**src/rtl/fifo_write_arbiter.sv**
```systemverilog
// fifo_write_arbiter
//   Shares the single write port of the async FIFO write side among NREQ
//   requesters. Whole bursts are granted round-robin; each burst is capped at
//   MAX_BURST accepted beats and honours the write controller's full flag.
//
// Ports
//   w_clk   write-domain clock, rising edge
//   wrst    synchronous active-high reset
//   req     per-requester write request, held while data is valid
//   last    per-requester end-of-burst marker, qualified by req
//   data    packed write data, requester i at [i*DATA_WIDTH +: DATA_WIDTH]
//   full    FIFO full flag (backpressure)
//   gnt     registered one-hot grant, zero when idle
//   ack     beat-accepted strobe: gnt & req & ~full
//   w_en    FIFO write enable (|ack)
//   w_data  data of the granted requester, zero when no grant
//   owner   index of the granted requester, holds last owner when idle
//   busy    high while a burst is in progress
module fifo_write_arbiter #(
  parameter int NREQ       = 4,
  parameter int DATA_WIDTH = 8,
  parameter int MAX_BURST  = 4
) (
  input  logic                          w_clk,
  input  logic                          wrst,
  input  logic [NREQ-1:0]               req,
  input  logic [NREQ-1:0]               last,
  input  logic [NREQ*DATA_WIDTH-1:0]    data,
  input  logic                          full,
  output logic [NREQ-1:0]               gnt,
  output logic [NREQ-1:0]               ack,
  output logic                          w_en,
  output logic [DATA_WIDTH-1:0]         w_data,
  output logic [$clog2(NREQ)-1:0]       owner,
  output logic                          busy
);

  localparam int OW = $clog2(NREQ);
  localparam int CW = $clog2(MAX_BURST + 1);

  typedef enum logic [0:0] {
    ST_IDLE  = 1'b0,
    ST_BURST = 1'b1
  } state_t;

  state_t          state_r, state_s;
  logic [NREQ-1:0] gnt_r, gnt_s;
  logic [OW-1:0]   owner_r, owner_s;
  logic [OW-1:0]   rr_r, rr_s;
  logic [OW-1:0]   rr_inc_s;
  logic [OW-1:0]   sel_s;
  logic            sel_found_s;
  logic [CW-1:0]   cnt_r, cnt_s, cnt_inc_s;
  logic            beat_s;
  logic            exit_s;
  int              idx_s;

  // Round-robin search: first requester with req set, starting at rr.
  always_comb begin
    sel_found_s = 1'b0;
    sel_s       = {OW{1'b0}};
    idx_s       = 0;
    for (int k = 0; k < NREQ; k++) begin
      idx_s = int'(rr_r) + k;
      idx_s = (idx_s >= NREQ) ? (idx_s - NREQ) : idx_s;
      if (!sel_found_s && req[idx_s]) begin
        sel_found_s = 1'b1;
        sel_s       = OW'(idx_s);
      end else begin
        sel_found_s = sel_found_s;
      end
    end
  end

  // Beat acceptance and write-port outputs; nothing is written during reset.
  always_comb begin
    beat_s = (state_r == ST_BURST) && req[owner_r] && !full && !wrst;
    ack    = gnt_r & req & {NREQ{~full & ~wrst}};
    w_en   = |ack;
    if ((|gnt_r) && !wrst) begin
      w_data = data[owner_r*DATA_WIDTH +: DATA_WIDTH];
    end else begin
      w_data = {DATA_WIDTH{1'b0}};
    end
  end

  // Next-state logic for the IDLE/BURST machine and its bookkeeping.
  always_comb begin
    state_s   = state_r;
    gnt_s     = gnt_r;
    owner_s   = owner_r;
    cnt_s     = cnt_r;
    rr_s      = rr_r;
    cnt_inc_s = cnt_r + CW'(1);
    rr_inc_s  = (owner_r == OW'(NREQ - 1)) ? {OW{1'b0}} : (owner_r + OW'(1));
    // Burst ends on last, on reaching the cap, or when the owner lets go.
    exit_s    = (beat_s && (last[owner_r] || (cnt_inc_s == CW'(MAX_BURST))))
                || !req[owner_r];
    case (state_r)
      ST_IDLE: begin
        if (sel_found_s) begin
          state_s = ST_BURST;
          gnt_s   = {{(NREQ-1){1'b0}}, 1'b1} << sel_s;
          owner_s = sel_s;
          cnt_s   = {CW{1'b0}};
        end else begin
          state_s = ST_IDLE;
        end
      end
      ST_BURST: begin
        if (beat_s) begin
          cnt_s = cnt_inc_s;
        end else begin
          cnt_s = cnt_r;
        end
        if (exit_s) begin
          state_s = ST_IDLE;
          gnt_s   = {NREQ{1'b0}};
          rr_s    = rr_inc_s;
        end else begin
          state_s = ST_BURST;
        end
      end
      default: begin
        state_s = ST_IDLE;
        gnt_s   = {NREQ{1'b0}};
      end
    endcase
  end

  // State and bookkeeping registers with synchronous reset.
  always_ff @(posedge w_clk) begin
    if (wrst) begin
      state_r <= ST_IDLE;
      gnt_r   <= {NREQ{1'b0}};
      owner_r <= {OW{1'b0}};
      cnt_r   <= {CW{1'b0}};
      rr_r    <= {OW{1'b0}};
    end else begin
      state_r <= state_s;
      gnt_r   <= gnt_s;
      owner_r <= owner_s;
      cnt_r   <= cnt_s;
      rr_r    <= rr_s;
    end
  end

  assign gnt   = gnt_r;
  assign owner = owner_r;
  assign busy  = (state_r == ST_BURST);

endmodule

```
**config.mk**
```make
export PLATFORM = sky130hd
export DESIGN_NAME = fifo_write_arbiter
export DESIGN_NICKNAME = d
export VERILOG_FILES = /design/src/rtl/fifo_write_arbiter.sv
export SDC_FILE = /design/constraint.sdc
export NUM_CORES = 1
export LEC_CHECK = 0
export CAP_MARGIN = 20
export CORE_ASPECT_RATIO = 0.75
export CORE_UTILIZATION = 38
export DETAILED_ROUTE_END_ITERATION = 12
export MAX_ROUTING_LAYER = met4
export PLACE_DENSITY_LB_ADDON = 0.2
export REMOVE_ABC_BUFFERS = 1
export SLEW_MARGIN = 30
export SYNTH_ARGS = -nofsm -noshare
export SYNTH_HDL_FRONTEND = slang
export SYNTH_SLANG_ARGS = --single-unit
```
**constraint.sdc**
```tcl
create_clock -name w_clk -period 2.2 [get_ports w_clk]
set_clock_uncertainty 0.2 [all_clocks]
set_input_delay 0.22 -clock w_clk [delete_from_list [all_inputs] [get_ports w_clk]]
set_output_delay 0.22 -clock w_clk [all_outputs]
set_load 0.02 [all_outputs]
```
Word-level counts from Yosys, hierarchy flattened
Cells that the tools add are included.
- add/sub/neg operators: 9
- magnitude comparators: 9
- eq/ne operators: 5
- shift-type cells: 2
- multiplexer cells: 39
- bitwise operators: 6
- reduce and logical (&&, ||, !) cells: 22
- operators by type and width (operator ; number):
    32-bit by 4-bit less-than comparator with 1-bit output (second input constant) ; 4
    32-bit two-way mux ; 4
    32-bit by 6-bit variable part select with 8-bit output ; 1
    1-bit two-way mux ; 16
    1-bit binary-select mux with 2-bit select ; 6
    3-bit by 3-bit subtractor with 4-bit output (second input constant) ; 3
    2-bit two-way mux ; 5
    3-bit >= comparator (second input constant) ; 3
    4-bit AND ; 2
    1-bit logical AND ; 8
    4-bit two-way mux ; 2
    8-bit two-way mux ; 1
    4-bit case mux with 2 select lines ; 1
    2-bit AND reduction ; 4
    4-bit OR reduction ; 2
    2-bit by 2-bit adder with 3-bit output (second input constant) ; 2
    1-bit logical NOT ; 6
    3-bit two-way mux ; 2
    3-bit case mux with 2 select lines ; 1
    2-bit by 1-bit != test with 1-bit output (second input constant) ; 2
    1-bit by 2-bit << shifter with 4-bit output (first input constant) ; 1
    2-bit by 3-bit subtractor with 4-bit output (second input constant) ; 1
    2-bit by 1-bit adder with 3-bit output (second input constant) ; 1
    3-bit by 1-bit adder with 3-bit output (second input constant) ; 1
    other kinds (10) ; 13
- register bits after elaboration: 12
- bits of input ports: 43
- logic and storage cells: 97

Logic depth before layout (Yosys ltp)
Gate-level depths: netlist of the first run.
- depth after elaboration: 18
- gate-level depth with buffers: 5
- gate-level depth less buffers: 5

Least setup slack after synthesis of the first run
OpenSTA, ideal clock, no wires.
- kind: reg-to-output
- start point: reg owner_r[0], in the netlist owner[0]
- end point: out w_data[0]
- arrival time: 1.589 ns
- required time: 1.780 ns
- setup slack: 0.191 ns
- stages on the path, launching flop included: 4
- path buffers: 1
- cells stage by stage: dfxtp_1 buf_2 mux4_2 and2b_1
- word-level cells in the longest chain between the ends: 2
- ends and longest elaborated chain (item ; line ; RTL):
    start, declared ; 48 ; logic [OW-1:0] owner_r, owner_s;
    start signal, assigned ; 136 ; owner_r <= {OW{1'b0}};
    start signal, assigned ; 142 ; owner_r <= owner_s;
    32-bit by 6-bit variable part select with 8-bit output ; 81 ; w_data = data[owner_r*DATA_WIDTH +: DATA_WIDTH];
    8-bit two-way mux ; 80 ; if ((|gnt_r) && !wrst) begin
    end, declared ; 33 ; output logic [DATA_WIDTH-1:0] w_data,
No other way between the ends.

Worst setup path after layout of the first run
Ends and elaborated chain as after synthesis.

==> flow_summary.ini, run 1 <==
[worst_hold_path]
hold_path.class = register to register
whs_path_depth = 2

[power_and_ir_drop]
power_switching_uw = 282
leakagePower_uw = 0.000780
internal_power_uw = 621
pwr-share-clk_pct = 28.1
seq_power_share_pct = 28.7
switching_share_pct = 31.2
combPwrFrac_pct = 43.2
power_density_nw_per_um2 = 464
irDropWorstVdd_v = 0.000381
power.total_uw = 902

[routing]
vias = 1219
drt_iter0_drc = 59
drt-vias-per-instance = 5.28
ant_nets = 0
drtPass1Iterations = 4
post_drt_wl_per_cell_um = 15.1
drcViolationCount = 0
routed_wl_um = 3490

[synth]
synth.area.top_cells = dfxtp_1, mux4_2, nor2b_1
ys_async_sr_fraction_pct = 0
synth-compound-area-share_pct = 21.0
synth-adder-area-share_pct = 3.33
synth_cell_types = 47
synth_xor_area_share_pct = 0.777
synth_top_family_by_area = simple AND/OR/NAND/NOR gates
synth-seq-cells = 12
yosysWarnings = 0
avgSynthCellArea_um2 = 9.55
synth_top_area_cell = dfxtp_1
ys_seq_area_share_pct = 21.3
synthMuxAreaShare_pct = 20.9
syn_inst = 118
syn_area_um2 = 1130
synthFlopType = dfxtp_1
synth_edf_count = 0
synth_top_area_share_pct = 21.3
synthSimpleGateAreaFrac_pct = 27.5

[floorplanning]
core_um2 = 2700
die_x_um = 64.9
ioPinCount = 63
die_height_um = 49.2
rows = 16
initial_utilization_pct = 41.7
die_area_um2 = 3190

[timing]
worst_pin_slew_ns = 0.477
period_needed_ns = 2.13
slew_headroom_pct = 68.1
finalSetupTns_ns = 0
drv_slew = 0
finalHoldViolCount = 0
rsz0062_at_grt = false
max_freq_mhz = 470
fin_ws_ns = 0.0713
setup_violations = 0
fin_crit_sh_pct = 96.8

[place]
dpl_worst_slack_ns = -0.131
dp_hpwl_um = 2910
postPlaceCellArea_um2 = 1900
portBuffers = 62
routabilityCongestion = 0.808

[clocking]
clockBufferDepth = 2
insertion_delay_ns = 0.25
cts_setup_buffers = 0
cts_num_sinks = 12
cts_tree = done
cts_max_level = 1
clk_pin_slew_ns = 0.06
cts.root.buffer_cell = clkbuf_8
cts_buffers = 3
ctsHoldBuffers = 0

[final_layout]
area_growth_pct = 72.4
layout.nets = 242
fin_area_um2 = 1940
antenna-diode-count = 0
fill_cells = 206
drive_gt1_share_pct = 22.1

[global_route]
grt_pass1_vias = 1208
grt_overflow = 0
antenna_found_initial = 0
grt_max_degree = 12
grt_pass1_wl_um = 5680
gr-usage-all-layers_pct = 24.3

[setup_path]
path_max_fanout = 10
cpMaxStageDelayCell = mux4_2
worst_ep_required_time_ns = 1.78
worst-endpoint-arrival_ns = 1.71
path_cells = buf_12 -> mux4_2 -> and2b_1 -> dlygate4sd2_1
path_class = register to output port
reg2reg_depth = 5
critPathLaunchType = register
slowest_delay_ns = 0.49
cp-end-kind = output port

[flow_run]
cap_violations = 0

[run_status]
status = finished, final reports clean
[power by group through the flow]
stage / registers (uW) / clock network, uW / logic (uW)
3_5_place_dp: 263 / 0 / 398
3_3_place_gp: 262 / 0 / 391
4_1_cts: 259 / 255 / 389
2_1_floorplan: 284 / 0 / 167
5_1_grt: 263 / 269 / 416
6_report: 259 / 254 / 389
[sequential cells by signal, indices dropped and copies added (netlist names)]
signal,cells
cnt_r,3
busy,1
rr_r,2
owner,2
gnt,4
[critical path, delay by kind of cell, from the launching register on]
family | cells | cell delay (ns)
flip-flops | 1 | 0.35
buffers and inverters | 2 | 0.46
AND/OR/NAND/NOR | 1 | 0.16
multiplexers | 1 | 0.49
[per-layer routing]
metal | wire, um | GRT usage (%)
met1 | 1580 | 32.4
met3 | 230 | 6.07
met2 | 1660 | 37.7
met4 | 21 | 4.07
met5 | 0 | -
[cells by family after synthesis]
family / after synthesis
AO/OA/AOI/OAI: 29
XOR/XNOR: 1
adder cells (fa/ha/maj): 3
buffers and inverters: 13
flip-flops: 12
multiplexers: 11
AND/OR/NAND/NOR: 49
[repair_timing]
| action | 4_1_cts | 5_1_grt |
|---|---|---|
| endpoints found under the hold margin | 0 | 0 |
| endpoints found under the setup margin | 13 | 2 |
| gates resized for setup | 14 | 2 |
[path summary, 6_finish.rpt]
| check | from | end | slack, ns |
|---|---|---|---|
| max | owner[0]$_SDFFE_PP0P_ | w_data[0] | 0.07 |
| min | cnt_r[1]$_SDFFE_PP0P_ | cnt_r[1]$_SDFFE_PP0P_ | 0.33 |
| min reg2reg | cnt_r[1]$_SDFFE_PP0P_ | cnt_r[1]$_SDFFE_PP0P_ | 0.33 |
| max reg2reg | owner[1]$_SDFFE_PP0P_ | gnt[3]$_SDFFE_PP0P_ | 0.12 |
[placed cells by master, fill, tap and decap left out, types with 3 or more instances in the layout]
master           synthesis  final
buf_4                    0     16
mux4_2                  10     10
a21boi_0                 3      3
nor2_1                   8      8
and2b_1                  3      3
a21oi_1                  4      4
dlygate4sd2_1            0     11
dfxtp_1                 12     11
ha_1                     3      3
o211ai_1                 3      3
inv_1                    7      7
o22ai_1                  4      4
nand2_1                 10     10
clkbuf_8                 0      4
nand3_1                  3      3
nand2b_1                 3      3
clkdlybuf4s50_1          0     49
nor2b_1                  7      7
[synthesized netlist by cell type (2+ instances only)]
cell      instances
o211ai_1          3
nor2b_1           7
nand4b_1          2
nand2b_1          3
nand3_1           3
inv_1             7
dfxtp_1          12
and2b_1           3
clkbuf_1          3
mux4_2           10
o21ai_0           2
ha_1              3
buf_2             2
nand2_1          10
a21oi_1           4
o22ai_1           4
nor2_1            8
a21boi_0          3
[area by class of cell]
type	instances	area, um2	share of cell area [%]
well taps	36	45.0	2.32
inverters	7	26.3	1.35
clock buffers	4	55.1	2.83
repair buffers	79	747	38.4
flip-flops and latches	12	241	12.4
multi-input cells	93	828	42.6
[per-stage QoR]
step / util, % / std cells / hold slack [ns]
2_1_floorplan: - / 112 / 0.0824
3_3_place_gp: 70.3 / 227 / 0.298
3_5_place_dp: 70.3 / 227 / 0.314
4_1_cts: 71.8 / 231 / 0.323
5_1_grt: 71.9 / 231 / 0.345
6_report: 71.9 / 231 / 0.326
No activity file was read; power rests on OpenSTA's default activity.
==> inputs of run 2 (changes only) <==
Settings changed: CORE_MARGIN set to 2.
==> run 2 against run 1 <==
- die area increased by 7.3%
- power decreased by 5.7%
- worst hold slack got worse by 0.0097 ns
- setup slack got worse by 0.0080 ns
- flip-flop and latch count unchanged
- count of clock-buffer cells in the layout decreased by 1
- largest power group unchanged
- core utilization decreased by 4.9 points
- sequential share of layout area about the same
==> flow_summary.ini, run 2 (synthesized netlist as in run 1, its figures left out) <==
[power_and_ir_drop]
power.total_uw = 851
leakagePower_uw = 0.000827
irDropWorstVdd_v = 0.000265
power_density_nw_per_um2 = 439

[routing]
drcViolationCount = 0
top_layer = met4
drt-vias-per-instance = 5.49
routed_wl_um = 3560
wl_met3_um = 207
ant_nets = 0
drt-met1-wl_um = 1570
wl_met2_um = 1770
post_drt_wl_per_cell_um = 15.4
vias = 1268
drtPass1Iterations = 4
drt_iter0_drc = 42

[clocking]
ctsHoldBuffers = 0
ctsResizeCount = 9
cts_setup_buffers = 0
insertion_delay_ns = 0.24
cts_tree = done
clk_pin_slew_ns = 0.05
cts_buffers = 3
clockBufferDepth = 2
cts_max_level = 1
cts.root.buffer_cell = clkbuf_8
cts_num_sinks = 12

[timing]
fin_crit_sh_pct = 97.1
rsz0062_at_grt = false
drv_slew = 0
worst_pin_slew_ns = 0.599
slew_headroom_pct = 60.0
finalHoldViolCount = 0
period_needed_ns = 2.14
setup_violations = 0
max_freq_mhz = 468

[flow_run]
cap_violations = 0

[global_route]
gr-usage-all-layers_pct = 22.8
grt_pass1_vias = 1288
grt_pass1_wl_um = 5800
grt_max_degree = 19
grt_overflow = 0
antenna_found_initial = 0

[place]
place_inst = 228
postPlaceCellArea_um2 = 1900
dp_hpwl_um = 3040
routabilityCongestion = 0.806
portBuffers = 62

[setup_path]
worst-endpoint-arrival_ns = 1.72
cpMaxStageDelayCell = mux4_2
path_cells = buf_12 -> mux4_2 -> and2b_1 -> dlygate4sd2_1
worst_ep_required_time_ns = 1.78
critPathLaunchType = register
path_class = register to output port
slowest_delay_ns = 0.50
cp-end-kind = output port
path_max_fanout = 10

[floorplanning]
ioPinCount = 63
die_area_um2 = 3420
initial_utilization_pct = 39.0
rows = 17
core_um2 = 2890
die_height_um = 51.2
die_x_um = 66.9

[run_status]
status = finished, final reports clean

[final_layout]
stdcell_count = 231
area_growth_pct = 71.9
antenna-diode-count = 0
drive_gt1_share_pct = 21.2
layout.nets = 241
largest_reg_flops = 4
final_cell_mix = clkdlybuf4s50_1, buf_4, dfxtp_1, nand2_1, mux4_2
final_common_cell = clkdlybuf4s50_1
post-route-util_pct = 67.0
fin_area_um2 = 1940

[worst_hold_path]
hold_path.class = register to register
[run 2: where the power goes]
group | leakage, uW | switching (uW) | internal (uW) | total (uW)
clock network | 0.0000216 | 81.0 | 121 | 202
registers | 0.0000984 | 28.4 | 236 | 264
logic | 0.000707 | 160 | 224 | 385
[run 2: critical path, delay by kind of cell (launching register included)]
| family | cells | cell delay (ns) |
|---|---|---|
| buf+inv | 2 | 0.46 |
| flops | 1 | 0.35 |
| mux | 1 | 0.50 |
| simple gates | 1 | 0.17 |
[run 2: metal layers]
layer,vias to the layer above,track usage (%)
met3,2,4.63
met2,49,38.2
met4,0,2.72
met5,-,-
li1,602,-
met1,615,29.6
[run 2: worst paths after layout]
check / from / end / slack, ns / cells past startpoint
worst max-delay path: owner[0]$_SDFFE_PP0P_ / w_data[0] / 0.06 / 4
worst min register to register: cnt_r[1]$_SDFFE_PP0P_ / cnt_r[1]$_SDFFE_PP0P_ / 0.32 / 2
worst max register to register: owner[1]$_SDFFE_PP0P_ / gnt[1]$_SDFFE_PP0P_ / 0.11 / 5
worst min-delay path: cnt_r[1]$_SDFFE_PP0P_ / cnt_r[1]$_SDFFE_PP0P_ / 0.32 / 2
[run 2: metrics by stage]
stage | setup TNS [ns] | hold WS, ns | setup slack (ns)
3_5_place_dp | -0.214 | 0.312 | -0.0574
3_3_place_gp | -0.176 | 0.301 | -0.0471
5_1_grt | 0 | 0.338 | 0.00441
4_1_cts | 0 | 0.320 | 0.00498
6_report | 0 | 0.316 | 0.0634
2_1_floorplan | -0.167 | 0.0824 | -0.0435
[run 2: cell type report]
type	instances	area, um2
Fill cell	252	955
Multi-Input combinational cell	93	828
Timing Repair Buffer	78	753
Sequential cell	12	241
Tap cell	38	47.5
Clock buffer	3	41.3
Inverter	7	26.3
==> inputs of run 3 (changes only) <==
Settings changed: PLACE_DENSITY set to 0.79, PLACE_DENSITY_LB_ADDON 0.2 to not set, SLEW_MARGIN 30 to 20.
==> run 3 against run 2 <==
- core utilization grew 0.82 points
- critical path depth unchanged
- worst hold slack hardly changed
- clock power up 24%
- register-to-register slack improved by 0.13 ns
- combinational power grew 4%
- maximum frequency fell by 0.34%
- sequential power hardly changed
- via count is 1.4% higher
- critical path type unchanged
- critical endpoint unchanged
- highest routed layer unchanged
==> flow_summary.ini, run 3 (synthesized netlist as in run 1, its figures left out) <==
[final_layout]
fill_cells = 230
antenna-diode-count = 0
final_common_cell = clkdlybuf4s50_1
seq_area_um2 = 243
post-route-util_pct = 67.8
drive_gt1_share_pct = 22.6
layout.nets = 242
area_growth_pct = 74.0
multi_input_area_um2 = 828
largest_reg_flops = 4
final_cell_mix = clkdlybuf4s50_1, buf_4, nand2_1, mux4_2, dfxtp_1

[worst_hold_path]
hold_path.class = register to register

[setup_path]
reg2reg_depth = 5
slowest_delay_ns = 0.51
worst-endpoint-arrival_ns = 1.72
path_cells = buf_12 -> mux4_2 -> and2b_1 -> dlygate4sd2_1
r2r_slack_ns = 0.24
crit_start = owner[0]$_SDFFE_PP0P_
worst_ep_required_time_ns = 1.78
path_class = register to output port
cp-end-kind = output port
r2r_end = gnt[3]$_SDFFE_PP0P_
cpMaxStageDelayCell = mux4_2
crit_end = w_data[0]
r2r_start = owner[1]$_SDFFE_PP0P_
critPathLaunchType = register
path_max_fanout = 10

[clocking]
cts_setup_buffers = 0
insertion_delay_ns = 0.25
cts_buffers = 3
cts_num_sinks = 12
clk_pin_slew_ns = 0.06
cts.root.buffer_cell = clkbuf_8
cts_tree = done
clockBufferDepth = 2
ctsHoldBuffers = 0
cts_max_level = 1

[timing]
setup_violations = 0
finalHoldViolCount = 0
max_freq_mhz = 466
rsz0062_at_grt = false
slew_headroom_pct = 70.5
drv_slew = 0
worst_pin_slew_ns = 0.437
period_needed_ns = 2.14
finalSetupTns_ns = 0
fin_crit_sh_pct = 97.5

[routing]
drt-vias-per-instance = 5.52
routed_wl_um = 4080
post_drt_wl_per_cell_um = 17.5
drtPass1Iterations = 4
vias = 1286
drt_iter0_drc = 40
ant_nets = 0
drcViolationCount = 0

[floorplanning]
rows = 17
die_height_um = 51.2
initial_utilization_pct = 39.0
die_area_um2 = 3420
core_um2 = 2890
ioPinCount = 63
die_x_um = 66.9

[power_and_ir_drop]
combPwrFrac_pct = 43.8
power.total_uw = 913
switching_share_pct = 31.9
pwr-share-clk_pct = 27.4
power_density_nw_per_um2 = 465
internal_power_uw = 622
power_switching_uw = 291
leakagePower_uw = 0.000836
irDropWorstVdd_v = 0.000307
seq_power_share_pct = 28.8

[flow_run]
cap_violations = 0

[place]
routabilityCongestion = 0.972
dp_hpwl_um = 3260
portBuffers = 62

[global_route]
gr-usage-all-layers_pct = 25.2
grt_pass1_vias = 1276
grt_pass1_wl_um = 6200
antenna_found_initial = 0
grt_max_degree = 12
grt_overflow = 0

[run_status]
status = finished, final reports clean
## run 3: power groups by stage
| stage | combinational, uW | sequential (uW) | clock [uW] |
|---|---|---|---|
| after CTS | 398 | 260 | 249 |
| after floorplan | 167 | 284 | 0 |
| after detailed placement | 405 | 264 | 0 |
| final | 400 | 263 | 250 |
| after global routing | 424 | 264 | 264 |
| after global placement | 390 | 263 | 0 |
## run 3: cell type report
class	instances	share of cell area (%)
clock buffer	4	2.81
inverter	7	1.34
multi-input combinational	93	42.2
sequential	12	12.4
tap	38	2.42
timing repair buffer	79	38.8
## run 3: repair_timing
item | 4_1_cts | 5_1_grt
gates cloned | 0 | 0
endpoints found under the hold margin | 0 | 0
gates resized for setup | 9 | 8
endpoints found under the setup margin | 9 | 11
## run 3: worst min-delay path by stage
stage,from,to,slack (ns),cells after the start
3_3_place_gp,cnt_r[0]$_SDFFE_PP0P_,cnt_r[0]$_SDFFE_PP0P_,0.30,2
2_1_floorplan,wrst,cnt_r[1]$_SDFFE_PP0P_,0.08,1
5_1_grt,cnt_r[1]$_SDFFE_PP0P_,cnt_r[1]$_SDFFE_PP0P_,0.37,2
3_5_place_dp,cnt_r[0]$_SDFFE_PP0P_,cnt_r[0]$_SDFFE_PP0P_,0.31,2
6_report,cnt_r[0]$_SDFFE_PP0P_,cnt_r[0]$_SDFFE_PP0P_,0.32,2
4_1_cts,cnt_r[0]$_SDFFE_PP0P_,cnt_r[0]$_SDFFE_PP0P_,0.32,2
## run 3: per-layer routing
metal  GRT usage (%)  wire [um]  vias up  part of all wire, %
met4            7.82        103        0                  2.5
met5               -          0        -                    0
met1            31.6       1660      613                   41
met3            5.07        270       13                  6.6
met2            41.2       2050       57                   50
li1                -          -      603                    -
## run 3: per-stage QoR
| stage | cell area (um2) | std cells | hold WS, ns | setup WS (ns) |
|---|---|---|---|---|
| after floorplan | 1090 | 112 | 0.0824 | -0.0435 |
| after global placement | 1900 | 229 | 0.298 | -0.0510 |
| after detailed placement | 1900 | 229 | 0.305 | -0.0841 |
| after CTS | 1950 | 233 | 0.317 | 0.00298 |
| after global routing | 1960 | 233 | 0.368 | 0.00436 |
| final | 1960 | 233 | 0.316 | 0.0561 |
## run 3: worst max-delay path, delay by kind of cell (launching register included)
kind | cells | cell delay (ns)
buf+inv | 2 | 0.46
flops | 1 | 0.35
mux | 1 | 0.51
simple gates | 1 | 0.16
